`config.mk`:
```
export PLATFORM = sky130hd
export DESIGN_NAME = quant_leaky_pack
export DESIGN_NICKNAME = d
export VERILOG_FILES = /design/src/rtl/quant_leaky_pack.sv
export SDC_FILE = /design/constraint.sdc
export NUM_CORES = 2
export LEC_CHECK = 0
export CELL_PAD_IN_SITES_DETAIL_PLACEMENT = 1
export CELL_PAD_IN_SITES_GLOBAL_PLACEMENT = 1
export CORE_MARGIN = 1
export CORE_UTILIZATION = 57
export CTS_BUF_LIST = sky130_fd_sc_hd__clkbuf_8
export DETAILED_ROUTE_END_ITERATION = 10
export DONT_BUFFER_PORTS = 1
export PLACE_DENSITY_LB_ADDON = 0.25
export SLEW_MARGIN = 10
export SYNTH_ARGS = -nofsm -noshare
export SYNTH_HDL_FRONTEND = slang
export SYNTH_SLANG_ARGS = --single-unit
```
`constraint.sdc`:
```
create_clock -name clk -period 25.1 [get_ports clk]
set_input_delay 2.51 -clock clk [delete_from_list [all_inputs] [get_ports clk]]
set_output_delay 2.51 -clock clk [all_outputs]
set_load 0.02 [all_outputs]
```
`src/rtl/quant_leaky_pack.sv`:
```
// Requantizing leaky-ReLU stage that packs eight uint8 channels per 64-bit word
// and buffers finished words in a 4-deep first-word-fall-through FIFO.
module quant_leaky_pack (
  input  logic        clk,
  input  logic        rst,
  input  logic        in_valid,
  input  logic [31:0] in_data,
  input  logic        in_last,
  input  logic        leaky_en,
  input  logic [15:0] scale,
  input  logic [4:0]  shift,
  input  logic [7:0]  zero_point,
  output logic        out_valid,
  input  logic        out_ready,
  output logic [63:0] out_data,
  output logic        out_last,
  output logic        overflow
);

  logic               s1_valid, s1_last;
  logic signed [31:0] s1_a;
  logic        [15:0] s1_scale;
  logic        [4:0]  s1_shift;
  logic        [7:0]  s1_zp;

  logic               s2_valid, s2_last;
  logic signed [47:0] s2_p;
  logic        [4:0]  s2_shift;
  logic        [7:0]  s2_zp;

  logic               s3_valid, s3_last;
  logic        [7:0]  s3_byte;

  logic signed [35:0] leak_prod, leak_shift;
  logic signed [31:0] act;
  logic signed [47:0] a_ext, sc_ext, prod;
  logic signed [48:0] rnd, rsum, rshift;
  logic signed [49:0] q;
  logic        [7:0]  sat_byte;

  // Arithmetic for all three stages; widths are chosen so nothing can wrap.
  always_comb begin
    leak_prod  = $signed(in_data) * 36'sd13;
    leak_shift = leak_prod >>> 7;
    act        = (leaky_en && in_data[31]) ? leak_shift[31:0] : $signed(in_data);

    a_ext  = {{16{s1_a[31]}}, s1_a};
    sc_ext = $signed({32'd0, s1_scale});
    prod   = a_ext * sc_ext;

    rnd = '0;
    if (s2_shift != 5'd0) rnd[s2_shift - 5'd1] = 1'b1;
    rsum   = {s2_p[47], s2_p} + rnd;
    rshift = rsum >>> s2_shift;
    q      = {rshift[48], rshift} + $signed({42'd0, s2_zp});
    if (q[49])              sat_byte = 8'h00;
    else if (q > 50'sd255)  sat_byte = 8'hff;
    else                    sat_byte = q[7:0];
  end

  always_ff @(posedge clk) begin
    if (rst) begin
      s1_valid <= 1'b0; s1_last <= 1'b0; s1_a <= '0;
      s1_scale <= '0;   s1_shift <= '0;  s1_zp <= '0;
      s2_valid <= 1'b0; s2_last <= 1'b0; s2_p <= '0;
      s2_shift <= '0;   s2_zp <= '0;
      s3_valid <= 1'b0; s3_last <= 1'b0; s3_byte <= '0;
    end else begin
      s1_valid <= in_valid;
      s1_last  <= in_valid & in_last;
      if (in_valid) begin
        s1_a     <= act;
        s1_scale <= scale;
        s1_shift <= shift;
        s1_zp    <= zero_point;
      end
      s2_valid <= s1_valid;
      s2_last  <= s1_last;
      if (s1_valid) begin
        s2_p     <= prod;
        s2_shift <= s1_shift;
        s2_zp    <= s1_zp;
      end
      s3_valid <= s2_valid;
      s3_last  <= s2_last;
      if (s2_valid) s3_byte <= sat_byte;
    end
  end

  logic [2:0]  lane;
  logic [63:0] part_word, word_next;
  logic        word_done;
  logic [64:0] mem [4];
  logic [1:0]  wr_ptr, rd_ptr;
  logic [2:0]  count;
  logic        pop, push, full;

  // The partial word only ever holds lanes below the counter, so an early
  // in_last closes the word with the upper lanes already zero.
  always_comb begin
    word_next = part_word;
    word_next[{lane, 3'b000} +: 8] = s3_byte;
    word_done = s3_valid && (s3_last || lane == 3'd7);
    full      = (count == 3'd4);
    out_valid = (count != 3'd0);
    pop       = out_valid && out_ready;
    push      = word_done && (!full || pop);
    out_data  = mem[rd_ptr][63:0];
    out_last  = mem[rd_ptr][64];
  end

  always_ff @(posedge clk) begin
    if (rst) begin
      lane      <= '0;
      part_word <= '0;
      wr_ptr    <= '0;
      rd_ptr    <= '0;
      count     <= '0;
      overflow  <= 1'b0;
      for (int i = 0; i < 4; i++) mem[i] <= '0;
    end else begin
      if (s3_valid) begin
        if (word_done) begin
          lane      <= '0;
          part_word <= '0;
        end else begin
          lane      <= lane + 3'd1;
          part_word <= word_next;
        end
      end
      if (push) begin
        mem[wr_ptr] <= {s3_last, word_next};
        wr_ptr      <= wr_ptr + 2'd1;
      end
      if (pop) rd_ptr <= rd_ptr + 2'd1;
      case ({push, pop})
        2'b10:   count <= count + 3'd1;
        2'b01:   count <= count - 3'd1;
        default: count <= count;
      endcase
      if (word_done && full && !pop) overflow <= 1'b1;
    end
  end

endmodule

```
Word level (Yosys, flattened, before mapping)
Memories as Yosys holds them, arrays and structs flattened. A register that Yosys moved wholly into a read port is not among the register bits.
Index checks and enable logic that the tools add are counted.
{ "totals": {"elab_cells": 78, "ramBits": 260, "inputBits": 67, "n_memories": 1, "reg_bits": 211, "output_inout_bits": 67} }
{ "mem_list": {"columns": ["memory", "depth", "word_bits", "read_ports", "rd_ports_with_merged_regs", "write_ports", "line", "rtl"], "rows": [
  ["mem", 4, 65, 1, 1, 4, "93", "logic [64:0] mem [4];"]
]} }
{ "classes": {"n_eq_ne": 4, "addsub": 9, "magnitude_cmp": 3, "muxes": 20, "n_bitwise": 1, "n_reduce_logical": 15, "shifts": 3, "mul": 2} }
{ "op_table": {"columns": ["cell", "count"], "rows": [
  ["$mux W65", 1],
  ["$reduce_or A65 Y1", 1],
  ["$bwmux W64", 1],
  ["$mux W32", 2],
  ["$mux W64", 1],
  ["$shift A8 B8 Y64 const A", 1],
  ["$shiftx A8 B8 Y64", 1],
  ["$add A49 B9 Y50", 1],
  ["$gt A50 B9 Y1 const B", 1],
  ["$add A48 B33 Y49", 1],
  ["$sshr A49 B5 Y49", 1],
  ["$mul A32 B17 Y48", 1],
  ["$mul A32 B5 Y36 const B", 1],
  ["$mux W8", 2],
  ["$neg A6 Y8", 1],
  ["$logic_and A1 B1 Y1", 7],
  ["$lt A5 B7 Y1 const B", 1],
  ["$mux W1", 7],
  ["$add A3 B1 Y3 const B", 2],
  ["$eq A3 B3 Y1 const B", 2],
  ["$mux W2", 3],
  ["$pmux W3 S2", 1],
  ["$demux W1 S5", 1],
  ["$ge A5 B1 Y1 const B", 1],
  ["12 further kinds", 15]
]} }

Depth between registers and ports, before layout
{ "logic_depth": {"ltp_word": 12, "mapped_depth": 41} }

Worst setup path after synthesis
No wires, ideal clock.
{ "synth_timing": {"path_type": "flip-flop to flip-flop", "start": "reg s2_shift[4]", "end": "reg s3_byte[6]", "n_path_buf": 9, "t_arrival_ps": 8714, "stages_incl_launch_ff": 39, "setup_time_ps": 134, "setup_slack_ps": 16252, "path_cell_list": "dfxtp_1 -> clkbuf_1 -> buf_1 -> clkbuf_1 -> buf_1 -> clkbuf_1 -> clkbuf_1 -> clkbuf_1 -> clkbuf_1 -> nor3_1 -> ha_1 -> buf_2 -> nand2_1 -> nor4_2 -> nand2_1 -> a21o_1 -> a31o_1 -> a2111o_1 -> [... 3 more ...] -> nand2_1 -> o21ai_0 -> fa_1 -> a21oi_1 -> o21bai_1 -> a21oi_1 -> nor2_1 -> o21a_1 -> nor2_1 -> nor2_1 -> o22ai_1 -> a2111oi_4 -> nand2_1 -> or4b_1 -> a22oi_1 -> o221a_2 -> a31o_4 -> o311ai_1"} }
{ "synth_via": {"elab_chain_cells": 12, "word_cells_on_any_way": 14, "cone_classes": "3 x add/sub; 3 x order compare; 1 x shift; 5 x mux; 2 x reduce/logical"} }
{ "synth_lines": {"columns": ["item", "line", "rtl"], "rows": [
  ["from (decl)", "28", "logic [4:0] s2_shift;"],
  ["from (signal assigned)", "81", "s2_shift <= s1_shift;"],
  ["$sub A5 B1 Y5", "52", "if (s2_shift != 5'd0) rnd[s2_shift - 5'd1] = 1'b1;"],
  ["$lt A5 B7 Y1 (implied by the code) or $ge A5 B1 Y1 (tied branches)", "52", null],
  ["$logic_and A1 B1 Y1 (implied by the code)", "52", null],
  ["$mux W1 (implied by the code)", "52", null],
  ["$demux W1 S5", "52", null],
  ["$mux W32", "52", null],
  ["$add A48 B33 Y49", "53", "rsum = {s2_p[47], s2_p} + rnd;"],
  ["$sshr A49 B5 Y49 *", "54", "rshift = rsum >>> s2_shift;"],
  ["$add A49 B9 Y50 *", "55", "q = {rshift[48], rshift} + $signed({42'd0, s2_zp});"],
  ["$gt A50 B9 Y1", "57", "else if (q > 50'sd255) sat_byte = 8'hff;"],
  ["$mux W8", "57", null],
  ["$mux W8 *", "56", "if (q[49]) sat_byte = 8'h00;"],
  ["to (signal assigned)", "86", "if (s2_valid) s3_byte <= sat_byte;"],
  ["to (decl)", "32", "logic [7:0] s3_byte;"]
]} }
Every way passes the cells marked *; elsewhere a longest branch is shown, timed or not.
A chain may end at the register's enable or synchronous reset.

Final worst setup path
{ "layout_timing": {"start": "reg s2_shift[1]", "end": "reg s3_byte[3]"} }
Same word-level chain as after synthesis.

==> metrics.md <==
| Metric | Value |
|---|---|
| Slew Viols, Final | `0` |
| Row cnt | `between 100 and 150` |
| Clock network latency to the later pin of the worst-skew pair | `just under 0.8 ns` |
| Largest family of logic cells by synthesized area | `adder cells` |
| Synth Area in XOR/XNOR | `under 10%` |
| FMAX | `between 90 and 100 MHz` |
| Die W | `~300 µm` |
| Max-cap violations | `0` |
| DRT iter0 DRCs | `around 3,600` |
| Leakage | `21.1 nW` |
| Grt ovf | `0` |
| Synth cell types | `approximately 110` |
| Io pins | `134` |
| Hold-fix buffers at CTS | `0` |
| Avg Cell Area, Syn | `just under 9 µm²` |
| Main flop type after synthesis | `edfxtp_1` |
| Startpoint Class | `register` |
| Most frequent cells in the layout | `nor2_1, inv_1, nand2_1, fa_1, a21oi_1` |
| Maximum clock insertion buffer count | `3` |
| Final period util | `about two fifths` |
| Die area | `around 87,000 µm²` |
| Post-synthesis sequential area ratio | `24.8%` |
| CP Data Required Time | `about 26 ns` |
| Gpl congestion | `a little under 1` |
| Placement Setup Slack | `between 15 and 20 ns` |
| Mux share of post-synthesis cell area | `under 10%` |
| Critical-path top delay cell | `a2111oi_4` |
| Netlist area before placement | `around 49,000 µm²` |
| CTS Buf Count | `between 80 and 90` |
| Core area | `~84,000 µm²` |
| Status | `completed` |
| Final setup TNS | `0 ns` |
| Crit end category | `register` |
| Initial antenna violation count | `4` |
| Gr usage total | `between 40% and 50%` |
| Buf/Inv on CP | `4` |
| Worst VDD drop | `0.0601 mV` |
| Sink Count | `~470` |
| Fillers | `between 9,000 and 10,000` |
| Commonest non-fill, non-tap cell in the layout | `nor2_1` |
| Vias per std cell | `about 6.5` |
| Tmin final | `just over 10 ns` |
| Max incr delay on CP | `0.72 ns` |
| DP Area | `49,500 µm²` |
| CTS clock-pin slew for the worst setup and hold paths | `0.07 ns` |
| Area share of fa/ha/maj cells after synthesis | `27.7%` |
| Syn-to-layout area delta | `4.92%` |
| Simple-gate portion of the synthesized area | `18.5%` |
| WS Path Type | `reg -> reg` |
| Die H | `roughly 300 µm` |
| CTS tree | `done` |
| Slew margin rel. | `18.9%` |
| Final setup viols | `0` |
| Number of synthesized flops with an enable pin | `between 200 and 300` |
| Layout cells sized above 1 | `roughly 6%` |
| Compound-Gate Fraction of Synth Area | `12.1%` |
| Net count, final | `about 6,100` |
| DR DRC count | `0` |
| Most Frequent Cell on Critical Path | `nor2_1` |
| Syn_nets | `6,305` |
| Placed wire-length estimate | `~120 mm` |
| H-tree depth | `3` |
| Initial Util | `between 50 and 60%` |
| Vias in the first global route | `around 46,000` |
| Setup ws final | `roughly 15 ns` |
| Post-cts sizing count | `0` |
| Least-Margin Pin Slew | `approximately 1.2 ns` |
| Crit-path max FO | `56` |
| Gate Count Post-Synth | `~5,500` |
| DR pass1 iterations | `6` |
| Arrival time worst endpoint | `around 11 ns` |
| Wirelength per Cell | `about 26 µm` |
| Final WL | `around 170 mm` |
| CTS root buf | `clkbuf_8` |
| PwrDens | `~53 nW/µm²` |
| RSZ-0062 raised after global routing | `no` |
| Seq cells post-synth | `473` |
| Port Buffers | `0` |
| Hold Crit Class | `reg -> reg` |
| Clock Skew | `~0.07 ns` |
| First-pass GRT wire length | `~270 mm` |
| Final Hold Slack | `0.462 ns` |
| Post-CTS Setup Bufs | `0` |
| Asr flop ratio synth | `0%` |
| Fin area | `just over 50,000 µm²` |
| Top cell family by delay on the critical path | `compound AO/OA/AOI/OAI gates` |
| Final antenna-violating net count | `0` |
| Via count | `about 42,000` |
| Ys Warns | `0` |
| Largest net degree at the start of global routing | `210` |
| Final Hold Fails | `0` |
## final cells by class
class / instances / area [µm²] / area share, %
Sequential cell: 473 / 12100 / 23.6
Antenna cell: 1 / 2.50 / 0.00489
Tap cell: 1134 / 1420 / 2.77
Clock inverter: 61 / 380 / 0.743
Inverter: 714 / 2680 / 5.24
Clock buffer: 90 / 1240 / 2.42
Timing Repair Buffer: 64 / 480 / 0.939
Multi-Input combinational cell: 3977 / 32900 / 64.3
## Yosys cell counts, types with 19 or more instances
| master | count | area (µm²) |
|---|---|---|
| a211oi_1 | 51 | 383 |
| nand2b_1 | 28 | 175 |
| nor2b_1 | 29 | 181 |
| or3_1 | 30 | 188 |
| nand2_1 | 585 | 2200 |
| inv_1 | 712 | 2670 |
| a21oi_1 | 266 | 1330 |
| o22ai_1 | 20 | 125 |
| and2_1 | 230 | 1440 |
| nor2_1 | 760 | 2850 |
| a21o_1 | 43 | 323 |
| dfxtp_1 | 213 | 4260 |
| xnor2_1 | 90 | 788 |
| o21a_1 | 25 | 188 |
| xor2_1 | 39 | 342 |
| a311oi_1 | 26 | 228 |
| and3_1 | 21 | 131 |
| nand3_1 | 71 | 355 |
| nor4_1 | 20 | 125 |
| and4_1 | 19 | 166 |
| mux2i_1 | 137 | 1370 |
| nor3_1 | 96 | 480 |
| clkbuf_1 | 245 | 920 |
| fa_1 | 517 | 10300 |
| a31oi_1 | 27 | 169 |
| ha_1 | 254 | 3180 |
| nand4_1 | 37 | 231 |
| o21ai_0 | 117 | 586 |
| mux4_2 | 78 | 1760 |
| edfxtp_1 | 260 | 7810 |
| buf_1 | 38 | 143 |
| o211ai_1 | 54 | 405 |
## per-layer routing
layer  GRT usage [%]  up-vias  part of all wire [%]
li1                -    18000                     -
met1            46.9    21400                    37
met2            68.5     2122                    49
met3            7.90      711                   7.6
met4            22.5        2                   6.2
met5               0        -                 0.011
## cells by family (layout without fill, tap and decap cells)
family,after synthesis,count (layout)
AOI/OAI and AO/OA,866,866
xor gates and xnor gates,130,130
adders and majority gates,771,771
buffers and inverters,1017,929
DFF,473,473
muxes,227,227
other,1,2
and+or+nand+nor,1982,1982
## sequential cells by signal, summed over array words and instances, names as in the netlist, 2 cells and up, named ones only
register / count
mem: 260
part_word: 64
s2_p: 48
s1_a: 32
s1_scale: 16
s1_zp: 8
s2_zp: 8
s3_byte: 8
s1_shift: 5
s2_shift: 5
count: 3
lane: 3
rd_ptr: 2
wr_ptr: 2
## power breakdown
part / switching, mW / total, mW / internal [mW]
logic: 0.632 / 1.02 / 0.392
registers: 0.0699 / 0.923 / 0.853
clock network: 0.377 / 0.743 / 0.366
total: 1.08 / 2.69 / 1.61
## final timing paths
check / start / to / slack (ns) / cells past startpoint
worst min-delay path: s1_last / s2_last / 0.46 / 1
worst min register to register: s1_last / s2_last / 0.46 / 1
worst max-delay path: s2_shift[1] / s3_byte[3] / 14.84 / 35
worst max register to register: s2_shift[1] / s3_byte[3] / 14.84 / 35
## per-stage QoR
stage	utilization, %	power [mW]	cells
after global routing	60.8	2.82	6514
after floorplan	-	1.64	5467
after detailed placement	58.8	1.93	6362
after CTS	60.7	2.68	6513
after global placement	58.8	1.87	6362
final	60.8	2.69	6514
(Power assumes the default switching activity.)
